File: config.mk
export PLATFORM = sky130hd
export DESIGN_NAME = lcd_spi_sequencer_flat
export DESIGN_NICKNAME = d
export VERILOG_FILES = /design/src/rtl/lcd_pkg.sv /design/src/rtl/lcd_spi_sequencer_if.sv /design/src/rtl/lcd_init_rom.sv /design/src/rtl/lcd_spi_sequencer.sv /design/src/flat_wrapper.sv
export SDC_FILE = /design/constraint.sdc
export NUM_CORES = 1
export LEC_CHECK = 0
export BUFFER_PORTS_ARGS = -buffer_cell sky130_fd_sc_hd__buf_2
export CORE_MARGIN = 2
export CORE_UTILIZATION = 34
export CTS_BUF_LIST = sky130_fd_sc_hd__clkbuf_8 sky130_fd_sc_hd__clkbuf_16
export CTS_CLUSTER_SIZE = 20
export DETAILED_ROUTE_END_ITERATION = 8
export PLACE_DENSITY_LB_ADDON = 0.2
export SLEW_MARGIN = 20
export SYNTH_ARGS = -nofsm -noshare
export SYNTH_HDL_FRONTEND = slang
export SYNTH_SLANG_ARGS = --single-unit
File: constraint.sdc
create_clock -name i_clock -period 1.9 [get_ports i_clock]
set_input_delay 0.38 -clock i_clock [delete_from_list [all_inputs] [get_ports i_clock]]
set_output_delay 0.38 -clock i_clock [all_outputs]
set_load 0.01 [all_outputs]
File: src/rtl/lcd_pkg.sv
// Shared types and constants for the LCD SPI init/write sequencer.
package lcd_pkg;

   localparam int ADDR_W = 7;
   localparam int DATA_W = 8;
   localparam logic [ADDR_W-1:0] LCD_DELAY_ADDR = 7'h7F;

   localparam logic [2:0] ST_IDLE      = 3'd0;
   localparam logic [2:0] ST_FETCH     = 3'd1;
   localparam logic [2:0] ST_ISSUE     = 3'd2;
   localparam logic [2:0] ST_WAIT_DONE = 3'd3;
   localparam logic [2:0] ST_GAP       = 3'd4;
   localparam logic [2:0] ST_DELAY     = 3'd5;
   localparam logic [2:0] ST_READY     = 3'd6;

   typedef enum logic [2:0] {
      S_IDLE      = ST_IDLE,
      S_FETCH     = ST_FETCH,
      S_ISSUE     = ST_ISSUE,
      S_WAIT_DONE = ST_WAIT_DONE,
      S_GAP       = ST_GAP,
      S_DELAY     = ST_DELAY,
      S_READY     = ST_READY
   } state_e;

   typedef struct packed {
      logic [ADDR_W-1:0] addr;
      logic [DATA_W-1:0] data;
   } rom_entry_t;

endpackage

File: src/rtl/lcd_spi_sequencer_if.sv
// Host write request port plus SPI transceiver TX port of the sequencer.
interface lcd_spi_sequencer_if;
   logic                        i_wrValid;
   logic [lcd_pkg::ADDR_W-1:0]  i_wrAddress;
   logic [lcd_pkg::DATA_W-1:0]  i_wrData;
   logic                        o_wrReady;
   logic                        o_txBegin;
   logic [lcd_pkg::ADDR_W-1:0]  o_txAddress;
   logic [lcd_pkg::DATA_W-1:0]  o_txData;
   logic                        i_txBusy;
   logic                        i_txDone;

   // master: the sequencer; slave: host + SPI transceiver side
   modport master (
      input  i_wrValid, i_wrAddress, i_wrData, i_txBusy, i_txDone,
      output o_wrReady, o_txBegin, o_txAddress, o_txData
   );
   modport slave (
      output i_wrValid, i_wrAddress, i_wrData, i_txBusy, i_txDone,
      input  o_wrReady, o_txBegin, o_txAddress, o_txData
   );
endinterface

File: src/rtl/lcd_init_rom.sv
// LCD init table: index -> {register address, data}. Indices past the table read as 0.
module lcd_init_rom
   import lcd_pkg::*;
#(
   parameter int NUM_ENTRIES = 16
) (
   input  logic [7:0]  i_index,
   output rom_entry_t  o_entry
);

   always_comb begin
      o_entry = '0;
      if (32'(i_index) < 32'(NUM_ENTRIES)) begin
         case (i_index)
            8'd0:    o_entry = {7'h12, 8'h34};
            8'd1:    o_entry = {7'h13, 8'h56};
            8'd2:    o_entry = {7'h7F, 8'h03};  // delay entry when delays are enabled
            8'd3:    o_entry = {7'h14, 8'h78};
            8'd4:    o_entry = {7'h15, 8'h00};
            8'd5:    o_entry = {7'h16, 8'h01};
            8'd6:    o_entry = {7'h17, 8'h02};
            8'd7:    o_entry = {7'h18, 8'h10};
            8'd8:    o_entry = {7'h19, 8'h20};
            8'd9:    o_entry = {7'h1A, 8'h40};
            8'd10:   o_entry = {7'h1B, 8'h80};
            8'd11:   o_entry = {7'h1C, 8'hFF};
            8'd12:   o_entry = {7'h1D, 8'h0F};
            8'd13:   o_entry = {7'h1E, 8'hF0};
            8'd14:   o_entry = {7'h1F, 8'h5A};
            8'd15:   o_entry = {7'h20, 8'hA5};
            default: o_entry = '0;
         endcase
      end
   end

endmodule

File: src/rtl/lcd_spi_sequencer.sv
// Walks the LCD init table over SPI on start, then forwards single host register writes.
// Optional LCD_SEQ_DELAY_EN: table entries addressed 7'h7F become timed delays.
module lcd_spi_sequencer
   import lcd_pkg::*;
#(
   parameter int NUM_ENTRIES = 16,
   parameter int GAP_CYCLES  = 2,
   parameter int DELAY_UNIT  = 1000
) (
   input  logic                 i_clock,
   input  logic                 i_reset,
   input  logic                 i_start,
   output logic                 o_busy,
   output logic                 o_initDone,
   output logic [7:0]           o_tableIndex,
   lcd_spi_sequencer_if.master  bus
);

   localparam int GAP_W = $clog2(GAP_CYCLES + 2);
`ifdef LCD_SEQ_DELAY_EN
   localparam int DLY_W = $clog2(255 * DELAY_UNIT + 1);
`else
   // DELAY_UNIT only sizes the counter when delays are enabled
   localparam int DLY_W = (DELAY_UNIT > 0) ? 1 : 1;
`endif
   localparam int CNT_W = (DLY_W > GAP_W) ? DLY_W : GAP_W;
   localparam logic [7:0] LAST_IDX = 8'(NUM_ENTRIES - 1);

   state_e             state_q, state_d;
   logic [7:0]         idx_q, idx_d;
   logic [ADDR_W-1:0]  addr_q, addr_d;
   logic [DATA_W-1:0]  data_q, data_d;
   logic [CNT_W-1:0]   cnt_q, cnt_d;
   logic               host_q, host_d;
   logic               done_q, done_d;
   logic               step;
   rom_entry_t         rom;

   lcd_init_rom #(.NUM_ENTRIES(NUM_ENTRIES)) u_rom (
      .i_index (idx_q),
      .o_entry (rom)
   );

   always_ff @(posedge i_clock or posedge i_reset) begin
      if (i_reset) begin
         state_q <= S_IDLE;
         idx_q   <= '0;
         addr_q  <= '0;
         data_q  <= '0;
         cnt_q   <= '0;
         host_q  <= 1'b0;
         done_q  <= 1'b0;
      end else begin
         state_q <= state_d;
         idx_q   <= idx_d;
         addr_q  <= addr_d;
         data_q  <= data_d;
         cnt_q   <= cnt_d;
         host_q  <= host_d;
         done_q  <= done_d;
      end
   end

   always_comb begin
      state_d       = state_q;
      idx_d         = idx_q;
      addr_d        = addr_q;
      data_d        = data_q;
      cnt_d         = cnt_q;
      host_d        = host_q;
      done_d        = done_q;
      step          = 1'b0;
      bus.o_txBegin = 1'b0;
      bus.o_wrReady = 1'b0;

      case (state_q)
         S_IDLE: begin
            if (i_start) begin
               idx_d   = '0;
               host_d  = 1'b0;
               state_d = S_FETCH;
            end
         end
         S_FETCH: begin
            addr_d  = rom.addr;
            data_d  = rom.data;
            state_d = S_ISSUE;
`ifdef LCD_SEQ_DELAY_EN
            if (rom.addr == LCD_DELAY_ADDR) begin
               state_d = S_DELAY;
               cnt_d   = (rom.data == '0) ? '0 : CNT_W'(32'(rom.data) * DELAY_UNIT - 1);
            end
`endif
         end
         // waiting on busy also covers a transceiver still mid-frame after our reset
         S_ISSUE: begin
            if (!bus.i_txBusy) begin
               bus.o_txBegin = 1'b1;
               state_d       = S_WAIT_DONE;
            end
         end
         S_WAIT_DONE: begin
            if (bus.i_txDone) begin
               if (GAP_CYCLES > 0) begin
                  state_d = S_GAP;
                  cnt_d   = CNT_W'(GAP_CYCLES - 1);
               end else begin
                  step = 1'b1;
               end
            end
         end
         S_GAP: begin
            if (cnt_q == '0) step = 1'b1;
            else             cnt_d = cnt_q - CNT_W'(1);
         end
`ifdef LCD_SEQ_DELAY_EN
         S_DELAY: begin
            if (cnt_q == '0) step = 1'b1;
            else             cnt_d = cnt_q - CNT_W'(1);
         end
`endif
         S_READY: begin
            bus.o_wrReady = !bus.i_txBusy;
            // an accepted write takes priority over a same-cycle start
            if (bus.i_wrValid && !bus.i_txBusy) begin
               addr_d  = bus.i_wrAddress;
               data_d  = bus.i_wrData;
               host_d  = 1'b1;
               state_d = S_ISSUE;
            end else if (i_start) begin
               done_d  = 1'b0;
               idx_d   = '0;
               host_d  = 1'b0;
               state_d = S_FETCH;
            end
         end
         default: state_d = S_IDLE;
      endcase

      if (step) begin
         if (host_q) begin
            state_d = S_READY;
         end else if (idx_q == LAST_IDX) begin
            done_d  = 1'b1;
            state_d = S_READY;
         end else begin
            idx_d   = idx_q + 8'd1;
            state_d = S_FETCH;
         end
      end
   end

   assign o_busy          = !(state_q == S_IDLE || state_q == S_READY);
   assign o_initDone      = done_q;
   assign o_tableIndex    = idx_q;
   assign bus.o_txAddress = addr_q;
   assign bus.o_txData    = data_q;

endmodule
File: src/flat_wrapper.sv
// flat-port wrapper written by rule: the top's interface ports become plain ports
module lcd_spi_sequencer_flat import lcd_pkg::*;
#(
   parameter int NUM_ENTRIES = 16,
   parameter int GAP_CYCLES  = 2,
   parameter int DELAY_UNIT  = 1000
)
  (i_clock, i_reset, i_start, o_busy, o_initDone, o_tableIndex, bus_i_wrValid, bus_i_wrAddress, bus_i_wrData, bus_i_txBusy, bus_i_txDone, bus_o_wrReady, bus_o_txBegin, bus_o_txAddress, bus_o_txData);
  lcd_spi_sequencer_if bus_i ();
  input  logic i_clock;
  input  logic i_reset;
  input  logic i_start;
  output logic o_busy;
  output logic o_initDone;
  output logic [7:0] o_tableIndex;
  input wire logic [$bits(bus_i.i_wrValid)-1:0] bus_i_wrValid;
  input wire logic [$bits(bus_i.i_wrAddress)-1:0] bus_i_wrAddress;
  input wire logic [$bits(bus_i.i_wrData)-1:0] bus_i_wrData;
  input wire logic [$bits(bus_i.i_txBusy)-1:0] bus_i_txBusy;
  input wire logic [$bits(bus_i.i_txDone)-1:0] bus_i_txDone;
  output wire logic [$bits(bus_i.o_wrReady)-1:0] bus_o_wrReady;
  output wire logic [$bits(bus_i.o_txBegin)-1:0] bus_o_txBegin;
  output wire logic [$bits(bus_i.o_txAddress)-1:0] bus_o_txAddress;
  output wire logic [$bits(bus_i.o_txData)-1:0] bus_o_txData;
  assign bus_i.i_wrValid = bus_i_wrValid;
  assign bus_i.i_wrAddress = bus_i_wrAddress;
  assign bus_i.i_wrData = bus_i_wrData;
  assign bus_i.i_txBusy = bus_i_txBusy;
  assign bus_i.i_txDone = bus_i_txDone;
  assign bus_o_wrReady = bus_i.o_wrReady;
  assign bus_o_txBegin = bus_i.o_txBegin;
  assign bus_o_txAddress = bus_i.o_txAddress;
  assign bus_o_txData = bus_i.o_txData;
  lcd_spi_sequencer #(.NUM_ENTRIES(NUM_ENTRIES), .GAP_CYCLES(GAP_CYCLES), .DELAY_UNIT(DELAY_UNIT)) u_core (.i_clock(i_clock), .i_reset(i_reset), .i_start(i_start), .o_busy(o_busy), .o_initDone(o_initDone), .o_tableIndex(o_tableIndex), .bus(bus_i));
endmodule
==> impl_metrics.ini, run 1 <==
[logic_synthesis]
ys_seq_elements = 30
synth_cells = 211
postSynth.asyncResetShare_pct = 100
synth.yosys.warnings = 0
muxShareOfSynthArea_pct = 3.13
synth_compound_area_share_pct = 26.0
synth_ff_type = dfrtp_1
synthAdderAreaFrac_pct = 4.56
synth_top_family_by_area = compound AO/OA/AOI/OAI gates
syn_area_per_cell_sq_um = 9.11
yosysUniqueCellTypes = 50
ys_seq_area_share_pct = 39.1
syn_area_sq_um = 1920
synthSimpleGateAreaFrac_pct = 19.6
synth_fp_nets = 239
synth_xor_area_share_pct = 0
synth-edff-count = 0

[route]
via_per_inst = 5.09
num_vias = 1705
postRouteWirelength_um = 4670
first_pass_iters = 4
wl_per_cell_um = 13.9
drc = 0
ant_nets = 0
drt_iter0_markers = 107

[global_route]
grt_overflow = 0
grt_pass1_wl_um = 7580
met3_usage_pct = 2.61
grt-busiest-layer = met2
met1_usage_pct = 21.3
grt.total_usage_pct = 15.5
grt_pass1_vias = 1588
antenna_found_initial = 0
grt_max_degree = 31
grt_util_met2_pct = 23.6

[setup_path]
start_kind = register
slowest_stage = dfrtp_1
crit_required_ps = 1520
arrival_ps = 1390
cp_max_fo = 10
crit_path_max_incr_delay_ps = 490
path_class = reg -> out
crit_buf_inv = 1
worstSetupEndpointType = output port
critical_path.startpoint = u_core.state_q[1]
path_delay_family = flip-flops
crit_chain = and2_2, o21ai_0, buf_2
r2r-start = u_core.o_tableIndex[1]

[timing]
final.min_clock_period_ps = 1770
rsz0062_at_grt = no
fin_crit_sh_pct = 92.9
tns_ps = 0
slew_headroom_pct = 72.9
worst_pin_slew_ps = 407
fin_worst_skew_ps = 7.29
fmax_mhz = 567
hold_ws_ps = 164
final-setup-viol-count = 0
setup_slack_ps = 135
hold_viol_final = 0
slew_viol_final = 0

[cts]
cts_root_buf = clkbuf_8
hold_buffers = 0
tritoncts = yes
clk_latency_ps = 290
cts_sinks = 30
max-clock-path-buffers = 2
ctsResizeCount = 0
post-cts-setup-buffers = 0
cts_buffers = 5
htreeDepth = 2
cts.reportedPaths.clkPinSlew_ps = 70

[placed_design]
dpl.hpwl_um = 3420
placed_cell_area_sq_um = 2260
place_congestion = 0.800
dp_cells = 327
dp_slack_ps = 107
io_buffers = 47

[die]
row_count = 27
dieArea_sq_um = 6270
start_util_pct = 35.1
die_x_um = 79.2
ios = 48
core_sq_um = 5470
die_height_um = 79.2

[power]
vdd_drop_max_mv = 0.442
p_total_mw = 3.03
p_per_area_nw_per_um2 = 1270
power.leakage_nw = 1.06

[finish]
drive_above_1_share_pct = 30.4
synthToLayoutAreaGrowth_pct = 23.5
fillCellCount = 600
final_cell_mix = buf_2, dfrtp_1, nor2_1
layout_commonest_cell = buf_2
utilization_pct = 43.4
final_area_sq_um = 2370
stdcell_count = 335
diodes = 0
finish.net_count = 290

[outcome]
status = finished, final reports clean

[worst_hold_path]
min-delay-path-class = in -> async

[run]
drv_cap = 0
where the power goes:
part	switching, mW	internal, mW	leakage (nW)
sequential	0.182	0.847	0.362
clock	0.250	0.366	0.0575
combinational	0.764	0.618	0.640
final cells by class:
type                    instances  area, sq um  share of cell area (%)
inverters                       8         30.0                    1.27
well taps                      72         90.1                    3.80
repair buffers                 60          358                    15.1
multi-input cells             157         1030                    43.6
clock buffers                   8          110                    4.64
flip-flops and latches         30          751                    31.6
logic make-up (layout without fill, tap and decap cells):
logic type,after synthesis,count (layout)
AOI/OAI and AO/OA,72,72
adders and majority gates,7,7
buffers and inverters,24,76
DFF,30,30
muxes,6,6
and+or+nand+nor,72,72
layer usage:
metal / share of wire, % / vias to the layer above / wire length (um)
met3: 3.5 / 8 / 163
met2: 45 / 34 / 2110
li1: - / 871 / -
met5: 0 / - / 0
met4: 2.0 / 0 / 92
met1: 49 / 792 / 2300
Yosys cell counts (2+ instances only):
master	count	area, sq um
o31ai_1	2	15.0
nor2_1	26	97.6
and3_1	2	12.5
inv_1	8	30.0
buf_2	2	10.0
clkbuf_1	7	26.3
o21ai_1	2	10.0
o211ai_1	4	30.0
and2_1	2	12.5
o22ai_1	4	25.0
o211ai_2	2	25.0
a32oi_1	7	61.3
nand3_1	6	30.0
ha_1	7	87.6
a22o_1	2	17.5
buf_6	4	45.0
nand2b_1	6	37.5
mux2i_1	6	60.1
clkbuf_8	2	27.5
a21oi_1	21	105
nand2_1	16	60.1
a31oi_1	3	18.8
o21ai_0	10	50.1
o21bai_1	2	15.0
a22oi_1	4	30.0
dfrtp_1	30	751
path summary, 6_finish.rpt:
check	end	slack (ps)	depth (start not counted)
worst max-delay path	o_busy	130	3
worst min-delay path	u_core.bus.o_txData[7]	160	3
worst max register to register	u_core.state_q[0]	170	5
worst min register to register	u_core.cnt_q[0]	470	1
max in group asynchronous	u_core.o_tableIndex[2]	1440	3
min in group i_clock	u_core.bus.o_txAddress[3]	340	3
worst register-to-register path, delay by kind of cell (launching register included):
family                   cells  cell delay (ps)
AO/OA/AOI/OAI                3              540
adder cells (fa/ha/maj)      1              370
flip-flops                   1              500
AND/OR/NAND/NOR              1              210
flip-flops by register name, indices dropped and copies added (netlist names):
signal	flops
u_core.bus.o_txData	8
u_core.cnt_q	2
u_core.state_q	3
u_core.host_q	1
u_core.o_initDone	1
u_core.bus.o_txAddress	7
u_core.o_tableIndex	8
Note: power is estimated with default switching activity, not from simulation.
==> run 2: changes to the inputs <==
--- a/config.mk
+++ b/config.mk
@@ -7,11 +7,12 @@
 export LEC_CHECK = 0
 export BUFFER_PORTS_ARGS = -buffer_cell sky130_fd_sc_hd__buf_2
 export CORE_MARGIN = 2
-export CORE_UTILIZATION = 34
+export CORE_UTILIZATION = 53
 export CTS_BUF_LIST = sky130_fd_sc_hd__clkbuf_8 sky130_fd_sc_hd__clkbuf_16
 export CTS_CLUSTER_SIZE = 20
 export DETAILED_ROUTE_END_ITERATION = 8
 export PLACE_DENSITY_LB_ADDON = 0.2
+export REMOVE_ABC_BUFFERS = 1
 export SLEW_MARGIN = 20
 export SYNTH_ARGS = -nofsm -noshare
 export SYNTH_HDL_FRONTEND = slang
==> impl_metrics.ini, run 2 (same netlist as run 1, synthesis figures left out) <==
[route]
num_vias = 1739
drt_iter0_markers = 134
drc = 0
wl_per_cell_um = 13.8
first_pass_iters = 4
ant_nets = 0
postRouteWirelength_um = 4260
via_per_inst = 5.63

[finish]
finish.net_count = 290
final_cell_mix = buf_2, dfrtp_1, nor2_1
diodes = 0
synthToLayoutAreaGrowth_pct = 19.3
drive_above_1_share_pct = 29.7
register_area_sq_um = 751
multi_input_area_sq_um = 1030
layout_commonest_cell = buf_2
utilization_pct = 67.1
fillCellCount = 296
final_area_sq_um = 2290

[timing]
final-setup-viol-count = 0
final.min_clock_period_ps = 1760
worst_pin_slew_ps = 452
rsz0062_at_grt = no
hold_viol_final = 0
fin_worst_skew_ps = 8.59
fin_crit_sh_pct = 92.8
fmax_mhz = 567
hold_ws_ps = 150
slew_headroom_pct = 69.9
tns_ps = 0
slew_viol_final = 0

[cts]
post-cts-setup-buffers = 0
cts_sinks = 30
clk_latency_ps = 290
cts_buffers = 5
tritoncts = yes
cts_root_buf = clkbuf_8
cts.reportedPaths.clkPinSlew_ps = 70
htreeDepth = 2
hold_buffers = 0
ctsResizeCount = 0
max-clock-path-buffers = 2

[die]
die_x_um = 64.2
row_count = 21
core_sq_um = 3420
ios = 48
die_height_um = 64.2
dieArea_sq_um = 4120
start_util_pct = 56.3

[power]
p_per_area_nw_per_um2 = 1260
power_frac_comb_pct = 46.2
vdd_drop_max_mv = 0.874
pwr-share-clk_pct = 18.4
p_switching_mw = 1.18
p_int_mw = 1.72
seq_power_share_pct = 35.4
p_total_mw = 2.90
power.leakage_nw = 1.05
switching_share_pct = 40.6

[global_route]
grt_pass1_vias = 1666
antenna_found_initial = 0
grt_max_degree = 31
grt.total_usage_pct = 23.1
grt_overflow = 0
grt_pass1_wl_um = 7420

[placed_design]
place_congestion = 0.837
placed_cell_area_sq_um = 2200
dpl.hpwl_um = 3110
io_buffers = 47

[setup_path]
cp_max_fo = 14
arrival_ps = 1970
path_class = reg -> reg
worstRegToRegCells = 4
worstSetupEndpointType = register
crit_required_ps = 2100
start_kind = register

[worst_hold_path]
min-delay-path-class = in -> async

[outcome]
status = finished, final reports clean

[run]
drv_cap = 0
-- run 2: cell count changes in the layout (fill, tap and decap cells not counted), sizes merged --
| cell | previous run | this run |
|---|---|---|
| clkbuf | 8 | 6 |
| clkinv | 0 | 1 |
| inv | 8 | 9 |
-- run 2: final timing paths --
check                                        from                         to  slack, ps
setup / recovery           u_core.o_tableIndex[6]  u_core.bus.o_txAddress[2]        140
hold / removal                            i_reset     u_core.bus.o_txData[7]        150
setup reg to reg           u_core.o_tableIndex[6]  u_core.bus.o_txAddress[2]        140
hold reg to reg                   u_core.cnt_q[0]            u_core.cnt_q[0]        480
max in group asynchronous                 i_reset     u_core.bus.o_txData[3]       1470
min in group i_clock              bus_i_wrData[4]     u_core.bus.o_txData[4]        340
-- run 2: layer usage --
metal | wire, um | global-route usage, %
met5 | 0 | 0
met2 | 2060 | 39.5
met3 | 225 | 6.16
met4 | 104 | 10.1
met1 | 1870 | 27.3
-- run 2: layout make-up --
| class | instances | share of cell area (%) |
|---|---|---|
| tap | 46 | 2.51 |
| clock inverter | 2 | 0.382 |
| multi-input combinational | 157 | 45.0 |
| sequential | 30 | 32.7 |
| timing repair buffer | 60 | 14.5 |
| clock buffer | 6 | 3.60 |
| inverter | 8 | 1.31 |
-- run 2: critical path, cell delays in order, from the launching register on --
cell	delay, ps
dfrtp_1	370
or4_1	740
nor2_8	280
a32oi_1	130
a21oi_1	170
-- run 2: per-stage QoR --
stage | std cells | setup slack, ps
after global routing | 309 | 52.3
after floorplan | 195 | -232
after detailed placement | 301 | 146
final | 309 | 136
after CTS | 309 | 131
after global placement | 301 | 184
-- run 2: power by group through the flow --
stage	clock, mW	combinational (mW)	sequential (mW)
after floorplan	0	0.798	1.11
after global placement	0	1.32	1.03
after detailed placement	0	1.34	1.04
after CTS	0.544	1.35	1.02
after global routing	0.574	1.50	1.06
final	0.533	1.34	1.03
